[config.mk]
export PLATFORM = sky130hd
export DESIGN_NAME = hamming_rx_corrector
export DESIGN_NICKNAME = d
export VERILOG_FILES = /design/src/rtl/hamming_pkg.sv /design/src/rtl/hamming_syndrome_fix.sv /design/src/rtl/hamming_rx_corrector.sv
export SDC_FILE = /design/constraint.sdc
export NUM_CORES = 1
export LEC_CHECK = 0
export ABC_CLOCK_PERIOD_IN_PS = 2500
export CAP_MARGIN = 5
export CELL_PAD_IN_SITES_DETAIL_PLACEMENT = 0
export CELL_PAD_IN_SITES_GLOBAL_PLACEMENT = 1
export CORE_ASPECT_RATIO = 0.6
export CORE_MARGIN = 4
export CORE_UTILIZATION = 40
export DETAILED_ROUTE_END_ITERATION = 8
export PLACE_DENSITY_LB_ADDON = 0.1
export RECOVER_POWER = 25
export SLEW_MARGIN = 10
export SYNTH_ARGS = -nofsm -noshare
export SYNTH_HDL_FRONTEND = slang
export SYNTH_SLANG_ARGS = --single-unit
export TNS_END_PERCENT = 20
[constraint.sdc]
create_clock -name clk -period 2.5 [get_ports clk]
set_input_delay 0.75 -clock clk [delete_from_list [all_inputs] [get_ports clk]]
set_output_delay 0.75 -clock clk [all_outputs]
set_load 0.05 [all_outputs]
[src/rtl/hamming_pkg.sv]
// Shared types and constants for the Hamming(7,4) receive path.
//   POS_P1..POS_M3 : codeword bit positions, in transmission order (1 is sent first)
//   codeword_t     : 7-bit codeword, indexed by position [7:1]
//   nibble_t       : 4-bit payload {m3,m2,m1,m0}
//   rx_state_t     : receive framing FSM states
package hamming_pkg;

  localparam int unsigned POS_P1 = 1;
  localparam int unsigned POS_P2 = 2;
  localparam int unsigned POS_M0 = 3;
  localparam int unsigned POS_P3 = 4;
  localparam int unsigned POS_M1 = 5;
  localparam int unsigned POS_M2 = 6;
  localparam int unsigned POS_M3 = 7;

  typedef logic [7:1] codeword_t;
  typedef logic [3:0] nibble_t;

  typedef enum logic {
    IDLE,
    SHIFT
  } rx_state_t;

endpackage

[src/rtl/hamming_syndrome_fix.sv]
// Combinational Hamming(7,4) syndrome computation and single-bit correction.
//   cw       : received codeword, positions [7:1]
//   data     : corrected payload {m3,m2,m1,m0}
//   syndrome : {s3,s2,s1}; non-zero value is the position that was inverted
module hamming_syndrome_fix
  import hamming_pkg::*;
(
  input  codeword_t  cw,
  output nibble_t    data,
  output logic [2:0] syndrome
);

  codeword_t fixed;

  always_comb begin
    syndrome[0] = cw[1] ^ cw[3] ^ cw[5] ^ cw[7];
    syndrome[1] = cw[2] ^ cw[3] ^ cw[6] ^ cw[7];
    syndrome[2] = cw[4] ^ cw[5] ^ cw[6] ^ cw[7];
    fixed = cw;
    // A syndrome pointing at a parity position flips a bit that is not
    // extracted below, so the payload passes through unchanged.
    if (syndrome != 3'd0) begin
      fixed[syndrome] = ~cw[syndrome];
    end
    data = {fixed[POS_M3], fixed[POS_M2], fixed[POS_M1], fixed[POS_M0]};
  end

endmodule

[src/rtl/hamming_rx_corrector.sv]
// Serial Hamming(7,4) receiver: deserialises one codeword per frame,
// corrects single-bit errors and presents the nibble on a valid/ready
// output register, with a saturating count of corrected frames.
//   clk, rst_n            : clock, synchronous active-low reset
//   in_bit/in_valid/in_sof: serial input; in_sof marks codeword position 1
//   in_ready              : input accepted this cycle
//   out_data/out_syndrome/out_err/out_valid/out_ready : output register handshake
//   clr_count             : synchronous clear of err_count (wins over increment)
//   err_count             : saturating count of frames loaded with out_err=1
module hamming_rx_corrector
  import hamming_pkg::*;
#(
  parameter int unsigned CNT_W = 8
) (
  input  logic             clk,
  input  logic             rst_n,
  input  logic             in_bit,
  input  logic             in_valid,
  input  logic             in_sof,
  output logic             in_ready,
  output nibble_t          out_data,
  output logic [2:0]       out_syndrome,
  output logic             out_err,
  output logic             out_valid,
  input  logic             out_ready,
  input  logic             clr_count,
  output logic [CNT_W-1:0] err_count
);

  rx_state_t  state, state_nxt;
  logic [2:0] bit_cnt;
  codeword_t  sr;
  codeword_t  cw_full;
  nibble_t    fix_data;
  logic [2:0] fix_syn;
  logic       beat, sof_beat, done;

  // Position 7 comes straight from the input so correction happens in the
  // same cycle as the completing beat.
  always_comb begin
    cw_full = {in_bit, sr[6:1]};
  end

  hamming_syndrome_fix u_fix (
    .cw       (cw_full),
    .data     (fix_data),
    .syndrome (fix_syn)
  );

  // State register
  always_ff @(posedge clk) begin
    if (!rst_n) begin
      state <= IDLE;
    end else begin
      state <= state_nxt;
    end
  end

  // Next-state logic
  always_comb begin
    state_nxt = state;
    unique case (state)
      IDLE:  if (sof_beat) state_nxt = SHIFT;
      SHIFT: if (done)     state_nxt = IDLE;
      default: state_nxt = IDLE;
    endcase
  end

  // Output / control decode
  always_comb begin
    in_ready = !(state == SHIFT && bit_cnt == 3'd6 && out_valid && !out_ready);
    beat     = in_valid && in_ready;
    sof_beat = beat && in_sof;
    done     = beat && !in_sof && state == SHIFT && bit_cnt == 3'd6;
  end

  // Shift register and position counter
  always_ff @(posedge clk) begin
    if (!rst_n) begin
      bit_cnt <= '0;
      sr      <= '0;
    end else if (sof_beat) begin
      sr      <= {6'd0, in_bit};
      bit_cnt <= 3'd1;
    end else if (beat && state == SHIFT) begin
      if (done) begin
        sr      <= '0;
        bit_cnt <= '0;
      end else begin
        sr[bit_cnt + 3'd1] <= in_bit;
        bit_cnt            <= bit_cnt + 3'd1;
      end
    end
  end

  // Output register: a completing frame reloads even while draining
  always_ff @(posedge clk) begin
    if (!rst_n) begin
      out_data     <= '0;
      out_syndrome <= '0;
      out_err      <= 1'b0;
      out_valid    <= 1'b0;
    end else if (done) begin
      out_data     <= fix_data;
      out_syndrome <= fix_syn;
      out_err      <= (fix_syn != 3'd0);
      out_valid    <= 1'b1;
    end else if (out_valid && out_ready) begin
      out_valid    <= 1'b0;
    end
  end

  // Corrected-frame counter
  always_ff @(posedge clk) begin
    if (!rst_n) begin
      err_count <= '0;
    end else if (clr_count) begin
      err_count <= '0;
    end else if (done && fix_syn != 3'd0 && err_count != '1) begin
      err_count <= err_count + CNT_W'(1);
    end
  end

endmodule

# Yosys cells after proc, flatten, opt, wreduce, memory -nomap -nowiden
# Cells that the tools add are included.
[word_totals] regBits=28 input_bits=7 output_inout_bits=18 word_cells=72
[classes] addsub=2 order_cmp=4 n_eq_ne=2 muxes=20 bitwise_logic=12 n_reduce_logical=22
[op_table] op="bitwise mux 7 bit" count=2
[op_table] op="logical AND 1 bit" count=14
[op_table] op="two-way mux 7 bit" count=2
[op_table] op="two-way mux 1 bit" count=11
[op_table] op="XOR 1 bit" count=9
[op_table] op="adder 8 x 1 -> 8 bit (second input constant)" count=1
[op_table] op="less-than comparator 3 x 4 -> 1 bit (second input constant)" count=2
[op_table] op="inequality test 8 bit (second input constant)" count=1
[op_table] op="demux 1 bit (select 3 bit)" count=2
[op_table] op=">= comparator 3 x 1 -> 1 bit (second input constant)" count=2
[op_table] op="nonzero test 2 bit" count=2
[op_table] op="OR reduction 2 bit" count=2
[op_table] op="adder 3 x 1 -> 3 bit (second input constant)" count=1
[op_table] op="binary-select mux 1 bit (select 3 bit)" count=1
[op_table] op="equality test 3 bit (second input constant)" count=1
[op_table] op="zero test 1 bit" count=3
[op_table] op="two-way mux 3 bit" count=1
[op_table] op="inverter 1 bit" count=3
[op_table] op="nonzero test 3 bit" count=1
[op_table] op="one-hot mux 1 bit (2 select lines)" count=1

# Logic depth before layout (Yosys ltp)
# Gate-level depths: netlist of run 1.
[logic_depth] depth_word=12 ltp_mapped=8 depth_no_buf=7

# By module
# A second synthesis of run 1 with hierarchy kept.
[unflattened] hier_cells=188 hier_area_um2=1689.1
[by_module_without_submodules] module="hamming_rx_corrector" n_inst=1 cells_each=150 area_each_um2=1382.6 seq_area_each_um2=540.5
[by_module_without_submodules] module="hamming_syndrome_fix" n_inst=1 cells_each=38 area_each_um2=306.5 seq_area_each_um2=0.0

# Least setup slack after synthesis of run 1
# No wires, ideal clock.
[synth_timing] kind="input to register" startpoint="in in_bit" endpoint="reg err_count[3]" setup_ns=0.135 arrival_ns=1.886 required_time_ns=2.365 path_slack_ns=0.478 cell_stages=6 path_buffers=1 path_cell_list="xnor2_1 -> xnor2_1 -> o21a_1 -> buf_2 -> o311ai_0 -> o41ai_1"
[synth_between] elab_chain_cells=4 elab_cells_between_ends=6 cone_classes="3 x bitwise; 3 x reduce/logical"
[synth_lines] item="start, declared" line="hamming_rx_corrector.sv:17" rtl="input logic in_bit,"
[synth_lines] item="XOR 1 bit (on tied branches)" line="hamming_syndrome_fix.sv:16, hamming_syndrome_fix.sv:17, hamming_syndrome_fix.sv:18"
[synth_lines] item="nonzero test 3 bit *" line="hamming_rx_corrector.sv:119" rtl="end else if (done && fix_syn != 3'd0 && err_count != '1) begin"
[synth_lines] item="logical AND 1 bit * (2 in series)" line="hamming_rx_corrector.sv:119"
[synth_lines] item="end signal, assigned" line="hamming_rx_corrector.sv:120" rtl="err_count <= err_count + CNT_W'(1);"
[synth_lines] item="end, declared" line="hamming_rx_corrector.sv:27" rtl="output logic [CNT_W-1:0] err_count"
# Mark *: on every way between the ends. The rest lies on a longest branch, timed or not.
# A chain may end at the register's enable or synchronous reset.

# Worst setup path after layout of run 1
[layout_timing] startpoint="in out_ready" endpoint="out in_ready"
[layout_between] elab_chain_cells=3
[layout_lines] item="start, declared" line="hamming_rx_corrector.sv:25" rtl="input logic out_ready,"
[layout_lines] item="zero test 1 bit" line="hamming_rx_corrector.sv:71" rtl="in_ready = !(state == SHIFT && bit_cnt == 3'd6 && out_valid && !out_ready);"
[layout_lines] item="logical AND 1 bit" line="hamming_rx_corrector.sv:71"
[layout_lines] item="zero test 1 bit" line="hamming_rx_corrector.sv:71"
[layout_lines] item="end, declared" line="hamming_rx_corrector.sv:20" rtl="output logic in_ready,"
# No other way between the ends.

==> impl_metrics.json, run 1 <==
{
  "synth_cell_types": 52,
  "cts_setup_buffers": 0,
  "maxSlewViolCount": 0,
  "crit_path_top_delay_cell": "clkdlybuf4s50_1",
  "yosysSeqAreaShare_pct": 30.6,
  "drc": 0,
  "first_pass_iters": 5,
  "vias": 1809,
  "r2r_end": "err_count[6]",
  "ys_async_sr_fraction_pct": 0,
  "rsz0062_at_grt": "no",
  "cts-root-buf": "clkbuf_8",
  "mappedNetlistArea_sq_mm": 0.00177,
  "portBuffers": 24,
  "tritoncts": "done",
  "ioPinCount": 25,
  "fin_cells": 317,
  "viasPerCell": 5.71,
  "reg2reg_slack_ns": 0.27,
  "crit_path_max_incr_delay_ns": 0.42,
  "timing.setup.critical_path_class": "in -> out",
  "drtIter0Drc": 114,
  "core_sq_mm": 0.00419,
  "min_path_cells": 2,
  "syn-mean-instance-area_sq_um": 8.03,
  "clock_latency_ns": 0.28,
  "yosys.cell_count.top_type": "dfxtp_1",
  "area_growth_pct": 27.3,
  "cp-start-kind": "input pin",
  "dp.cells": 313,
  "worstSetupEndpointType": "primary output",
  "die_w_um": 93.8,
  "tightest_slew_ns": 0.544,
  "hpwl_um": 3790,
  "post-route-period-util_pct": 97.0,
  "maxSlewHeadroom_pct": 63.7,
  "final_nets": 268,
  "diodes": 0,
  "synth_common_cells": "27 x dfxtp_1, 20 x nor2_1, 16 x a21oi_1, 16 x o21ai_0, 13 x nand2_1",
  "fill_cells": 403,
  "dieHeight_um": 59.5,
  "postCtsHoldBufs": 0,
  "min_period_ns": 2.43,
  "die-area_sq_mm": 0.00558,
  "fin_area_sq_mm": 0.00225,
  "synth_area_leader_cell": "dfxtp_1",
  "hold_viol": 0,
  "dpl_cell_area_sq_mm": 0.00221,
  "start_util_pct": 42.2,
  "drv_cap": 0,
  "reg2reg_depth": 7,
  "syn_nets": 230,
  "overflow": 0,
  "whs_ns": 0.503,
  "grtUsageTotal_pct": 17.9,
  "hp-class": "reg -> reg",
  "syn_inst": 220,
  "cp_data_arrival_time_ns": 1.68,
  "critical_path.cell_chain": "clkdlybuf4s50_1, nor2b_1, buf_4, nand2_2, buf_12",
  "routed_wl_um": 4920,
  "place_congestion": 0.890,
  "crit_required_ns": 1.75,
  "detail_route.wl_per_cell_um": 15.5,
  "critPathMaxFanout": 2,
  "yosysTopAreaCellShare_pct": 30.6,
  "clkSinkCount": 27,
  "cts_htree_levels": 1,
  "synth_edf_count": 0,
  "grt_pass1_wl_um": 7880,
  "ys_ff_latch": 27,
  "ir_drop_mv": 0.192,
  "synthTopCellsByArea": "dfxtp_1 31%, xnor2_1 5.9%, a21oi_1 4.5%",
  "startpoint": "out_ready",
  "reg2reg_from": "bit_cnt[0]",
  "antenna_found_initial": 0,
  "fp-row-count": 18,
  "status": "completed",
  "grt_pass1_vias": 1608,
  "p_per_area_mw_per_mm2": 360,
  "grt_max_degree": 18,
  "setup_viol": 0,
  "ys_warn_count": 0,
  "crit_end": "in_ready",
  "numCtsBuffers": 3,
  "max_freq_ghz": 0.412,
  "path_clk_slew_ns": 0.09,
  "drive_above_1_share_pct": 14.0,
  "p_leak_nw": 0.780,
  "fin_worst_skew_ns": 0.00379,
  "ys.flop_type": "dfxtp_1",
  "ant_nets": 0,
  "clockBufferDepth": 2
}
-- sequential cells by signal, summed over array words and instances (netlist names) --
name and flops:
bit_cnt 3, sr 6, state 1, err_count 8, out_err 1, out_syndrome 3, out_valid 1, out_data 4
-- final cells by class --
class | count | area (sq um) | share of cell area, %
multi-input combinational | 174 | 1140 | 50.8
clock inverter | 1 | 5.00 | 0.222
clock buffer | 3 | 41.3 | 1.84
sequential | 27 | 541 | 24.0
inverter | 3 | 11.3 | 0.501
tap | 60 | 75.1 | 3.34
timing repair buffer | 49 | 433 | 19.2
-- logic make-up (layout without fill, tap and decap cells) --
family | count (synthesis) | after routing | synth area share, %
xor gates and xnor gates | 16 | 16 | 8.36
AOI/OAI and AO/OA | 59 | 59 | 21.4
muxes | 8 | 8 | 4.60
and+or+nand+nor | 88 | 88 | 28.1
DFF | 27 | 27 | 30.6
buffers and inverters | 19 | 56 | 4.82
adders and majority gates | 3 | 3 | 2.12
-- through the flow --
stage	TNS, ns	power [W]	util [%]	setup WS [ns]
3_5_place_dp	-1.24	0.000560	52.7	-0.195
6_report	0	0.000809	53.7	0.0743
5_1_grt	0	0.000837	53.7	0.0182
3_3_place_gp	-0.539	0.000556	52.7	-0.118
4_1_cts	0	0.000815	53.8	0.0299
2_1_floorplan	0	0.000508	-	0.478
-- critical path: cells and delay by family --
kind / cells / cell delay, ns
buf+inv: 3 / 0.70
simple gates: 2 / 0.21
-- worst min-delay path by stage --
stage,start,endpoint,slack [ns]
4_1_cts,out_data[1],out_data[1],0.49
5_1_grt,out_data[1],out_data[1],0.50
2_1_floorplan,bit_cnt[1],bit_cnt[1],0.49
3_3_place_gp,out_data[1],out_data[1],0.48
3_5_place_dp,out_data[1],out_data[1],0.47
6_report,out_data[1],out_data[1],0.50
-- layout by cell type (no fill, tap or decap), drive strengths merged, types with 2 or more instances in the layout --
cell type,count
dfxtp,27
buf,24
clkdlybuf4s50,22
nor2,20
o21ai,16
a21oi,16
nand2,13
xnor2,13
nand3,8
mux2i,7
nor3,7
a211oi,6
nand2b,6
and3,5
clkbuf,5
nor2b,3
xor2,3
o31ai,3
o211ai,3
or2,3
nand4,3
ha,3
inv,2
nand4b,2
or3,2
and3b,2
nor4b,2
nand3b,2
o21a,2
and4,2
or4,2
o311ai,2
o41ai,2
a41o,2
nor4,2
clkinv,2
-- metal layers --
| layer | vias up | GRT usage (%) | part of all wire (%) |
|---|---|---|---|
| met3 | 6 | 4.19 | 6.3 |
| met5 | - | 0 | 0 |
| met1 | 856 | 27.3 | 52 |
| met4 | 0 | 3.09 | 0.71 |
| li1 | 888 | - | - |
| met2 | 59 | 25.6 | 41 |
-- what timing repair did --
action                                  in CTS  in global routing
resized for setup                            0                  2
endpoints found under the hold margin        0                  0
endpoints found under the setup margin       0                  5
-- report_power, final --
part	total (W)	internal (W)	leakage, nW	switching, W
clock network	0.000259	0.000112	0.0255	0.000146
registers	0.000440	0.000433	0.218	0.00000689
logic	0.000111	0.0000521	0.537	0.0000584
Note: power is estimated with default switching activity, not from simulation.
==> run 2, diff against run 1 <==
--- a/config.mk
+++ b/config.mk
@@ -15,6 +15,7 @@
 export DETAILED_ROUTE_END_ITERATION = 8
 export PLACE_DENSITY_LB_ADDON = 0.1
 export RECOVER_POWER = 25
+export SKIP_CTS_REPAIR_TIMING = 1
 export SLEW_MARGIN = 10
 export SYNTH_ARGS = -nofsm -noshare
 export SYNTH_HDL_FRONTEND = slang
==> results of run 2 <==
The final DEF is identical to that of run 1; final timing and power are the same.
==> run 3, diff against run 2 <==
--- a/config.mk
+++ b/config.mk
@@ -5,14 +5,17 @@
 export SDC_FILE = /design/constraint.sdc
 export NUM_CORES = 1
 export LEC_CHECK = 0
+export ABC_AREA = 0
 export ABC_CLOCK_PERIOD_IN_PS = 2500
 export CAP_MARGIN = 5
 export CELL_PAD_IN_SITES_DETAIL_PLACEMENT = 0
 export CELL_PAD_IN_SITES_GLOBAL_PLACEMENT = 1
 export CORE_ASPECT_RATIO = 0.6
 export CORE_MARGIN = 4
-export CORE_UTILIZATION = 40
+export CORE_UTILIZATION = 42
+export CTS_BUF_LIST = sky130_fd_sc_hd__clkbuf_2 sky130_fd_sc_hd__clkbuf_4 sky130_fd_sc_hd__clkbuf_8
 export DETAILED_ROUTE_END_ITERATION = 8
+export GPL_ROUTABILITY_DRIVEN = 0
 export PLACE_DENSITY_LB_ADDON = 0.1
 export RECOVER_POWER = 25
 export SKIP_CTS_REPAIR_TIMING = 1
==> impl_metrics.json, run 3 (same netlist as run 1, synthesis figures left out) <==
{
  "status": "completed",
  "fin_area_sq_mm": 0.00224,
  "post-route-period-util_pct": 94.5,
  "cts-root-buf": "clkbuf_8",
  "drv_cap": 0,
  "clock_latency_ns": 0.27,
  "fp-row-count": 17,
  "cp_data_arrival_time_ns": 1.61,
  "crit_path_max_incr_delay_ns": 0.86,
  "core_sq_mm": 0.00385,
  "crit_path_top_delay_cell": "clkdlybuf4s50_1",
  "drive_above_1_share_pct": 13.2,
  "p_per_area_mw_per_mm2": 357,
  "grt_max_degree": 18,
  "routed_wl_um": 4990,
  "die-area_sq_mm": 0.00534,
  "critPathTopFamily": "buffers and inverters",
  "final_common_cell": "dfxtp_1",
  "cp.depth": 1,
  "crit_required_ns": 1.75,
  "ir_drop_mv": 0.174,
  "critPathBufInv": 1,
  "final_nets": 268,
  "multi_input_area_sq_mm": 0.00114,
  "setup_viol": 0,
  "vias": 1763,
  "place_worst_setup_slack_ns": -0.200,
  "critical_path.cell_chain": "clkdlybuf4s50_1",
  "portBuffers": 24,
  "reg_top3": "err_count (8), sr (6), out_data (4)",
  "hp-class": "reg -> reg",
  "layout_common_cells": "27 x dfxtp_1, 22 x buf_4, 21 x clkdlybuf4s50_1, 20 x nor2_1",
  "first_pass_iters": 4,
  "tightest_slew_ns": 0.555,
  "ant_nets": 0,
  "grt_pass1_wl_um": 8140,
  "area_growth_pct": 27.1,
  "fill_cells": 355,
  "tritoncts": "done",
  "grt.busiest_layer": "met2",
  "critPathMaxFanout": 7,
  "final.setup.worst_slack_ns": 0.137,
  "path_clk_slew_ns": 0.09,
  "antenna_found_initial": 0,
  "die_w_um": 91.7,
  "hold_viol": 0,
  "rsz0062_at_grt": "no",
  "drtIter0Drc": 74,
  "clockBufferDepth": 2,
  "numCtsBuffers": 3,
  "min_period_ns": 2.36,
  "clkSinkCount": 27,
  "drc": 0,
  "seq_area_sq_um": 541,
  "use_met2_pct": 30.1,
  "reg2reg_depth": 7,
  "worstSetupEndpointType": "primary output",
  "viasPerCell": 5.61,
  "grt_pass1_vias": 1670,
  "grtUsageTotal_pct": 18.8,
  "max_freq_ghz": 0.423,
  "start_util_pct": 45.9,
  "overflow": 0,
  "grt_use_met1_pct": 26.9,
  "ioPinCount": 25,
  "hpwl_um": 3860,
  "diodes": 0,
  "fin_tns_setup_ns": 0,
  "dieHeight_um": 58.2,
  "top_register": "err_count",
  "maxSlewViolCount": 0,
  "p_leak_nw": 0.788,
  "min_path_cells": 2,
  "fin_worst_skew_ns": 0.00191,
  "cts_htree_levels": 1,
  "largest_register_ffs": 8,
  "maxSlewHeadroom_pct": 63.0,
  "detail_route.wl_per_cell_um": 15.9,
  "met3_usage_pct": 3.24,
  "timing.setup.critical_path_class": "reg -> out",
  "dpl_cell_area_sq_mm": 0.00220,
  "cp-start-kind": "register"
}
run 3: worst paths after layout:
kind,from,slack [ns],end
worst max-delay path,err_count[0],0.14,err_count[0]
worst min-delay path,out_data[1],0.49,out_data[1]
worst max register to register,bit_cnt[0],0.23,err_count[6]
worst min register to register,out_data[1],0.49,out_data[1]
run 3: final cells by class:
cell class	instances	area share [%]
multi-input cells	174	50.9
flip-flops and latches	27	24.1
repair buffers	49	19.2
well taps	57	3.18
clock buffers	3	1.84
inverters	3	0.502
clock inverters	1	0.223
run 3: through the flow:
stage / cells / utilization [%] / hold slack, ns / power, W
detailed placement: 310 / 57.2 / 0.464 / 0.000561
global placement: 310 / 57.2 / 0.478 / 0.000557
finish: 314 / 58.3 / 0.489 / 0.000801
floorplan: 220 / - / 0.489 / 0.000508
global route: 314 / 58.3 / 0.513 / 0.000837
CTS: 314 / 58.4 / 0.487 / 0.000806
run 3: layer usage:
layer | vias to the layer above | routed length, um
li1 | 881 | -
met3 | 4 | 367
met4 | 0 | 29
met1 | 817 | 2480
met5 | - | 0
met2 | 61 | 2120
run 3: where the power goes:
part / switching, W / internal (W) / leakage [nW]
Clock: 0.000136 / 0.000112 / 0.0255
Sequential: 0.00000454 / 0.000433 / 0.218
Combinational: 0.0000621 / 0.0000531 / 0.545
Total: 0.000203 / 0.000598 / 0.788
